`src/rtl/sobel_window_sequencer_pkg.sv`:
```
// Shared types and widths for the Sobel window sequencer.
package sobel_seq_pkg;
   localparam int PIX_W  = 8;
   localparam int WORD_W = 24;

   typedef enum logic [2:0] {
      IDLE,
      FETCH_A,
      FETCH_B,
      FETCH_C,
      EMIT
   } seq_state_e;
endpackage

```
`src/rtl/sobel_window_sequencer_if.sv`:
```
// Memory read port plus window handshake; master = sequencer, slave = memory/multiplier side.
interface sobel_window_sequencer_if
   import sobel_seq_pkg::*;
#(
   parameter int ADDR_W  = 20,
   parameter int COORD_W = 11
) ();
   logic                mem_req;
   logic [ADDR_W-1:0]   mem_addr;
   logic                mem_ack;
   logic [PIX_W-1:0]    mem_rdata;
   logic [WORD_W-1:0]   win_a;
   logic [WORD_W-1:0]   win_b;
   logic [WORD_W-1:0]   win_c;
   logic [COORD_W-1:0]  win_x;
   logic [COORD_W-1:0]  win_y;
   logic                win_valid;
   logic                win_ready;
   logic                mult_en;

   modport master (
      output mem_req, mem_addr,
      input  mem_ack, mem_rdata,
      output win_a, win_b, win_c, win_x, win_y, win_valid,
      input  win_ready,
      output mult_en
   );

   modport slave (
      input  mem_req, mem_addr,
      output mem_ack, mem_rdata,
      input  win_a, win_b, win_c, win_x, win_y, win_valid,
      output win_ready,
      input  mult_en
   );
endinterface

```
`src/rtl/sobel_window_sequencer_row_shift.sv`:
```
// Three-pixel row register: shifts left one pixel per load, newest pixel at [7:0].
// Clear wins over load; one cycle from load to output.
module sobel_row_shift
   import sobel_seq_pkg::*;
(
   input  logic              clk,
   input  logic              reset,
   input  logic              clr_i,
   input  logic              shift_en_i,
   input  logic [PIX_W-1:0]  pix_i,
   output logic [WORD_W-1:0] row_o
);
   logic [WORD_W-1:0] row_q;
   logic [WORD_W-1:0] row_d;

   always_comb begin
      row_d = row_q;
      if (clr_i) begin
         row_d = '0;
      end else if (shift_en_i) begin
         row_d = {row_q[WORD_W-PIX_W-1:0], pix_i};
      end
   end

   always_ff @(posedge clk) begin
      if (reset) begin
         row_q <= '0;
      end else begin
         row_q <= row_d;
      end
   end

   assign row_o = row_q;
endmodule

```
`src/rtl/sobel_window_sequencer.sv`:
```
// Walks a frame column by column, fetching A/B/C pixels and emitting 3x3 windows on a valid/ready port.
// SOBEL_BORDER_ZERO_EN selects zero-padded borders (every pixel a centre); default is interior only.
module sobel_window_sequencer
   import sobel_seq_pkg::*;
#(
   parameter int IMG_W   = 1024,
   parameter int IMG_H   = 1024,
   parameter int ADDR_W  = 20,
   parameter int COORD_W = 11
) (
   input  logic clk,
   input  logic reset,
   input  logic start,
   output logic busy,
   output logic done,
   sobel_window_sequencer_if.master bus
);
   typedef logic signed [COORD_W:0] crd_t;

`ifdef SOBEL_BORDER_ZERO_EN
   localparam crd_t FX_FIRST = crd_t'(-1);
   localparam crd_t FX_LAST  = crd_t'(IMG_W);
   localparam crd_t CY_FIRST = crd_t'(0);
   localparam crd_t CY_END   = crd_t'(IMG_H);
   localparam crd_t EMIT_MIN = crd_t'(1);
`else
   localparam crd_t FX_FIRST = crd_t'(0);
   localparam crd_t FX_LAST  = crd_t'(IMG_W - 1);
   localparam crd_t CY_FIRST = crd_t'(1);
   localparam crd_t CY_END   = crd_t'(IMG_H - 1);
   localparam crd_t EMIT_MIN = crd_t'(2);
`endif
   localparam crd_t W_S  = crd_t'(IMG_W);
   localparam crd_t H_S  = crd_t'(IMG_H);
   localparam crd_t ONE  = crd_t'(1);
   localparam crd_t ZERO = crd_t'(0);

   function automatic logic in_frame(input crd_t row, input crd_t col);
      return (row >= ZERO) && (row < H_S) && (col >= ZERO) && (col < W_S);
   endfunction

   function automatic logic [ADDR_W-1:0] pix_addr(input crd_t row, input crd_t col);
      if (!in_frame(row, col)) begin
         return '0;
      end
      return ADDR_W'(row) * ADDR_W'(IMG_W) + ADDR_W'(col);
   endfunction

   seq_state_e         state_q;
   crd_t               fx_q;
   crd_t               cy_q;
   logic               mem_req_q;
   logic [ADDR_W-1:0]  mem_addr_q;
   logic [COORD_W-1:0] win_x_q;
   logic [COORD_W-1:0] win_y_q;
   logic               win_valid_q;
   logic               busy_q;
   logic               done_q;

   logic               fetch_done;
   logic [PIX_W-1:0]   fetch_pix;
   logic               row_wrap;
   logic               frame_end;
   logic               advance;
   crd_t               nxt_fx;
   crd_t               nxt_cy;

   // A fetch with no request is an out-of-frame pad: it completes at once with a zero pixel.
   assign fetch_done = mem_req_q ? bus.mem_ack : 1'b1;
   assign fetch_pix  = mem_req_q ? bus.mem_rdata : '0;

   assign row_wrap  = (fx_q == FX_LAST);
   assign nxt_fx    = row_wrap ? FX_FIRST : fx_q + ONE;
   assign nxt_cy    = row_wrap ? cy_q + ONE : cy_q;
   assign frame_end = row_wrap && (nxt_cy == CY_END);
   assign advance   = ((state_q == FETCH_C) && fetch_done && (fx_q < EMIT_MIN)) ||
                      ((state_q == EMIT) && bus.win_ready);

   always_ff @(posedge clk) begin
      if (reset) begin
         state_q     <= IDLE;
         fx_q        <= '0;
         cy_q        <= '0;
         mem_req_q   <= 1'b0;
         mem_addr_q  <= '0;
         win_x_q     <= '0;
         win_y_q     <= '0;
         win_valid_q <= 1'b0;
         busy_q      <= 1'b0;
         done_q      <= 1'b0;
      end else begin
         done_q <= 1'b0;
         case (state_q)
            IDLE: begin
               if (start) begin
                  busy_q     <= 1'b1;
                  fx_q       <= FX_FIRST;
                  cy_q       <= CY_FIRST;
                  mem_req_q  <= in_frame(CY_FIRST - ONE, FX_FIRST);
                  mem_addr_q <= pix_addr(CY_FIRST - ONE, FX_FIRST);
                  state_q    <= FETCH_A;
               end
            end
            FETCH_A: begin
               if (fetch_done) begin
                  mem_req_q  <= in_frame(cy_q, fx_q);
                  mem_addr_q <= pix_addr(cy_q, fx_q);
                  state_q    <= FETCH_B;
               end
            end
            FETCH_B: begin
               if (fetch_done) begin
                  mem_req_q  <= in_frame(cy_q + ONE, fx_q);
                  mem_addr_q <= pix_addr(cy_q + ONE, fx_q);
                  state_q    <= FETCH_C;
               end
            end
            FETCH_C: begin
               if (fetch_done) begin
                  mem_req_q  <= 1'b0;
                  mem_addr_q <= '0;
                  if (fx_q >= EMIT_MIN) begin
                     win_valid_q <= 1'b1;
                     win_x_q     <= COORD_W'(fx_q - ONE);
                     win_y_q     <= cy_q[COORD_W-1:0];
                     state_q     <= EMIT;
                  end
               end
            end
            EMIT: begin
               if (bus.win_ready) begin
                  win_valid_q <= 1'b0;
               end
            end
            default: state_q <= IDLE;
         endcase

         // Column/row step shared by the no-emit fetch exit and the window accept.
         if (advance) begin
            fx_q <= nxt_fx;
            cy_q <= nxt_cy;
            if (frame_end) begin
               busy_q     <= 1'b0;
               done_q     <= 1'b1;
               mem_req_q  <= 1'b0;
               mem_addr_q <= '0;
               state_q    <= IDLE;
            end else begin
               mem_req_q  <= in_frame(nxt_cy - ONE, nxt_fx);
               mem_addr_q <= pix_addr(nxt_cy - ONE, nxt_fx);
               state_q    <= FETCH_A;
            end
         end
      end
   end

   sobel_row_shift u_row_a (
      .clk        (clk),
      .reset      (reset),
      .clr_i      (advance && row_wrap),
      .shift_en_i ((state_q == FETCH_A) && fetch_done),
      .pix_i      (fetch_pix),
      .row_o      (bus.win_a)
   );

   sobel_row_shift u_row_b (
      .clk        (clk),
      .reset      (reset),
      .clr_i      (advance && row_wrap),
      .shift_en_i ((state_q == FETCH_B) && fetch_done),
      .pix_i      (fetch_pix),
      .row_o      (bus.win_b)
   );

   sobel_row_shift u_row_c (
      .clk        (clk),
      .reset      (reset),
      .clr_i      (advance && row_wrap),
      .shift_en_i ((state_q == FETCH_C) && fetch_done),
      .pix_i      (fetch_pix),
      .row_o      (bus.win_c)
   );

   assign bus.mem_req   = mem_req_q;
   assign bus.mem_addr  = mem_addr_q;
   assign bus.win_x     = win_x_q;
   assign bus.win_y     = win_y_q;
   assign bus.win_valid = win_valid_q;
   assign bus.mult_en   = win_valid_q & bus.win_ready;
   assign busy          = busy_q;
   assign done          = done_q;
endmodule

```
`src/flat_wrapper.sv`:
```
// flat-port wrapper written by rule: the top's interface ports become plain ports
module sobel_window_sequencer_flat import sobel_seq_pkg::*;
#(
   parameter int IMG_W   = 1024,
   parameter int IMG_H   = 1024,
   parameter int ADDR_W  = 20,
   parameter int COORD_W = 11
)
  (clk, reset, start, busy, done, bus_mem_req, bus_mem_addr, bus_mem_ack, bus_mem_rdata, bus_win_a, bus_win_b, bus_win_c, bus_win_x, bus_win_y, bus_win_valid, bus_win_ready, bus_mult_en);
  sobel_window_sequencer_if #(.ADDR_W(ADDR_W), .COORD_W(COORD_W)) bus_i ();
  input  logic clk;
  input  logic reset;
  input  logic start;
  output logic busy;
  output logic done;
  output wire logic [$bits(bus_i.mem_req)-1:0] bus_mem_req;
  output wire logic [$bits(bus_i.mem_addr)-1:0] bus_mem_addr;
  input wire logic [$bits(bus_i.mem_ack)-1:0] bus_mem_ack;
  input wire logic [$bits(bus_i.mem_rdata)-1:0] bus_mem_rdata;
  output wire logic [$bits(bus_i.win_a)-1:0] bus_win_a;
  output wire logic [$bits(bus_i.win_b)-1:0] bus_win_b;
  output wire logic [$bits(bus_i.win_c)-1:0] bus_win_c;
  output wire logic [$bits(bus_i.win_x)-1:0] bus_win_x;
  output wire logic [$bits(bus_i.win_y)-1:0] bus_win_y;
  output wire logic [$bits(bus_i.win_valid)-1:0] bus_win_valid;
  input wire logic [$bits(bus_i.win_ready)-1:0] bus_win_ready;
  output wire logic [$bits(bus_i.mult_en)-1:0] bus_mult_en;
  assign bus_mem_req = bus_i.mem_req;
  assign bus_mem_addr = bus_i.mem_addr;
  assign bus_i.mem_ack = bus_mem_ack;
  assign bus_i.mem_rdata = bus_mem_rdata;
  assign bus_win_a = bus_i.win_a;
  assign bus_win_b = bus_i.win_b;
  assign bus_win_c = bus_i.win_c;
  assign bus_win_x = bus_i.win_x;
  assign bus_win_y = bus_i.win_y;
  assign bus_win_valid = bus_i.win_valid;
  assign bus_i.win_ready = bus_win_ready;
  assign bus_mult_en = bus_i.mult_en;
  sobel_window_sequencer #(.IMG_W(IMG_W), .IMG_H(IMG_H), .ADDR_W(ADDR_W), .COORD_W(COORD_W)) u_core (.clk(clk), .reset(reset), .start(start), .busy(busy), .done(done), .bus(bus_i));
endmodule
```
`config.mk`:
```
export PLATFORM = sky130hd
export DESIGN_NAME = sobel_window_sequencer_flat
export DESIGN_NICKNAME = d
export VERILOG_FILES = /design/src/rtl/sobel_window_sequencer_pkg.sv /design/src/rtl/sobel_window_sequencer_if.sv /design/src/rtl/sobel_window_sequencer_row_shift.sv /design/src/rtl/sobel_window_sequencer.sv /design/src/flat_wrapper.sv
export SDC_FILE = /design/constraint.sdc
export NUM_CORES = 1
export LEC_CHECK = 0
export ABC_AREA = 1
export ABC_CLOCK_PERIOD_IN_PS = 4100
export BUFFER_PORTS_ARGS = -buffer_cell sky130_fd_sc_hd__buf_2
export CAP_MARGIN = 10
export CORE_ASPECT_RATIO = 1.1
export CORE_MARGIN = 3
export CORE_UTILIZATION = 45
export DETAILED_ROUTE_END_ITERATION = 16
export PLACE_DENSITY = 0.75
export SLEW_MARGIN = 30
export SYNTH_ARGS = -nofsm -noshare
export SYNTH_HDL_FRONTEND = slang
export SYNTH_HIERARCHICAL = 1
export SYNTH_SLANG_ARGS = --single-unit
```
`constraint.sdc`:
```
create_clock -name clk -period 4.1 [get_ports clk]
set_input_delay 0.41 -clock clk [delete_from_list [all_inputs] [get_ports clk]]
set_output_delay 0.41 -clock clk [all_outputs]
set_load 0.02 [all_outputs]
```
==> out/summary.txt <==
port buffer count: 131
top cells by area, synth: dfxtp_1, nand2_1, nor2_1
initial core utilization: 46.71%
Critical Path Sink: u_core/bus.mem_addr[18]
Die Width: 136.5 um
H-tree depth: 4
# hold bufs at CTS: 0
first-pass GRT wire length: 36880 um
post-DP HPWL: 17260 um
CTS max path bufs: 2
Synth top area share: 34.42%
GRT busiest layer: met2
initial antenna violation count: 0
crit end category: flip-flop
Reg2Reg Capture Point: u_core/bus.mem_addr[18]
total power: 5395 uW
CP Class: flip-flop to flip-flop
met3 Usage GRT: 4.035%
Final setup viols: 0
DRT iter0 DRCs: 579
class of the worst hold path: input port to flip-flop
area leader, netlist: dfxtp_1
R2R setup slack: 0.66 ns
Post-CTS Setup Bufs: 0
GR Util met1: 30.24%
gr ovfl total: 0
largest net degree at the start of global routing: 50
core box area: 18060 um2
Cell Area, Synth: 8434 um2
Leakage: 0.004649 uW
r2r worst-path depth: 21
Gates resized, CTS repair: 0
Nets: 1468
Critical Path AT: 3.81 ns
Tot GR Track Use: 22.29%
critical path startpoint: u_core/fx_q[0]
FP Rows: 51
storage element area: 2903 um2
Avg Cell Area, Syn: 6.443 um2
FF+latch count, synth: 145
Fin Setup TNS: 0 ns
RSZ-0062 raised after global routing: no
post-DR wirelength/cell: 13.83 um
vias in the first global route: 7477
clock slew at reported path FFs: 0.07 ns
Post-Synthesis Cells: 1309
Synth Flop Type: dfxtp_1
Via density: 5.090
Layout Skew: 0.01064 ns
Area Overhead vs Synth: 16.39%
Place WS: 0.6952 ns
CTS tree: built
fin. max-slew vios: 0
Reg-to-Reg Start: u_core/fx_q[0]
Die Ht: 149.6 um
Via Count: 8506
worst-margin pin slew: 0.7026 ns
io pins: 132
Yosys warnings: 6
Final GP Congestion: 0.9362
Hold Vio Cnt, Final: 0
die area: 20420 um2
global routing usage on met2: 35.18%
DRC: 0
Setup WS post-layout: 0.6558 ns
most frequent cell after synthesis: nand2_1
Highest Clock Rate: 290.3 MHz
antenna-violating nets left: 0
status: complete, no violations
sequential cell area fraction in the yosys report: 34.42%
VDD IR-drop max: 0.3070 mV
# clock sinks: 145
MaxCap Viol Count: 0
count of different cell masters after synthesis: 40
EDFF count, synth: 0
n_diodes: 0
relative slew slack: 53.16%
ratio of cells with drive above 1 in the final layout: 15.07%
top cells by count, synth: nand2_1, nor2_1, inv_1
TritonCTS buffer count: 17
worst-skew pair later-pin latency: 0.43 ns
Detailed Route WL: 23100 um
CP Data Required Time: 4.46 ns
Pre-antenna DRT Iters: 7
CTS Root Cell: clkbuf_16
fin crit share: 84.01%
ys async rst share: 0%
fin crit period: 3.444 ns
footprint of the multi-input gates: 4639 um2
syn nets: 1357
CP startpoint kind: flip-flop
Fillers: 1776
power density over the cells: 549.6 nW/um2
Crit Path Max Fanout: 20
[state kept, by name, summed over array words and instances, names as in the netlist]
| signal | flops |
|---|---|
| u_core/u_row_b/row_o | 24 |
| u_core/fx_q | 12 |
| u_core/cy_q | 12 |
| u_core/bus.mem_req | 1 |
| u_core/bus.win_valid | 1 |
| u_core/bus.win_x | 11 |
| u_core/u_row_a/row_o | 24 |
| u_core/done | 1 |
| u_core/bus.mem_addr | 20 |
| u_core/state_q | 3 |
| u_core/busy | 1 |
| u_core/u_row_c/row_o | 24 |
| u_core/bus.win_y | 11 |
[how the worst min path moves through the flow]
stage	endpoint	slack, ns	cells after the start	from
6_report	u_core/bus.win_valid	0.31	3	bus_win_ready
5_1_grt	u_core/bus.win_valid	0.33	3	bus_win_ready
4_1_cts	u_core/bus.win_valid	0.30	3	bus_win_ready
3_5_place_dp	u_core/u_row_b/row_o[17]	0.46	2	u_core/u_row_b/row_o[17]
3_3_place_gp	u_core/u_row_c/row_o[19]	0.45	2	u_core/u_row_c/row_o[19]
2_1_floorplan	u_core/cy_q[11]	0.47	2	u_core/cy_q[11]
[layout make-up]
class / count / area share (%)
Clock inverter: 15 / 1.682
Tap cell: 238 / 3.033
Timing Repair Buffer: 142 / 7.928
Multi-Input combinational cell: 952 / 47.26
Clock buffer: 17 / 4.333
Sequential cell: 145 / 29.57
Inverter: 162 / 6.194
[worst max-delay path, cell delays in order (launching register included)]
cell and delay [ns]:
dfxtp_1 0.43, ha_1 0.24, nand2_2 0.10, nor2_4 0.18, nand2_2 0.12, nor2_4 0.39, nand2_1 0.09, nand2_1 0.07
nand2_1 0.11, o21ai_0 0.18, nand2_1 0.07, ha_1 0.35, a21oi_1 0.18, nand2_1 0.10, nand3_1 0.08, nand2_1 0.07
nand2_1 0.08, nand2_1 0.05, a21oi_1 0.15, xnor2_1 0.13, nand2_1 0.06, a21oi_1 0.11
[layer usage]
layer | up-vias | share of wire [%]
li1 | 4343 | -
met2 | 268 | 45
met4 | 0 | 2.7
met5 | - | 0
met3 | 41 | 6.5
met1 | 3854 | 46
[power breakdown]
group          internal [uW]  switching (uW)  total [uW]
clock network            864             688        1550
logic                    635            1350        1980
registers               1680             182        1860
[cells in the final DEF, fill, tap and decap left out, types with 10 or more instances in the layout]
cell,synthesis,layout
a21oi_1,88,88
a31oi_1,15,15
buf_2,11,131
clkbuf_16,0,17
dfxtp_1,145,145
ha_1,32,32
inv_1,152,152
inv_2,10,10
nand2_1,367,367
nand3_1,51,51
nand4_1,11,11
nor2_1,223,220
o21ai_0,65,65
xor2_1,24,24
[stage by stage]
stage	hold WS [ns]	utilization (%)	area (um2)	instances
finish	0.3133	54.36	9817	1671
detailed placement	0.4591	50.79	9171	1637
global placement	0.4518	50.79	9171	1637
CTS	0.2971	54.06	9762	1669
global route	0.3284	54.36	9817	1671
floorplan	0.4672	-	8434	1309
[cells by family after synthesis]
group	after synthesis	share of synthesized area, %
flops	145	34.42
simple gates	693	33.73
xor+xnor	27	2.804
fa+ha+maj	35	5.459
compound gates	197	12.74
buf+inv	212	10.84
Note: power is estimated with default switching activity, not from simulation.
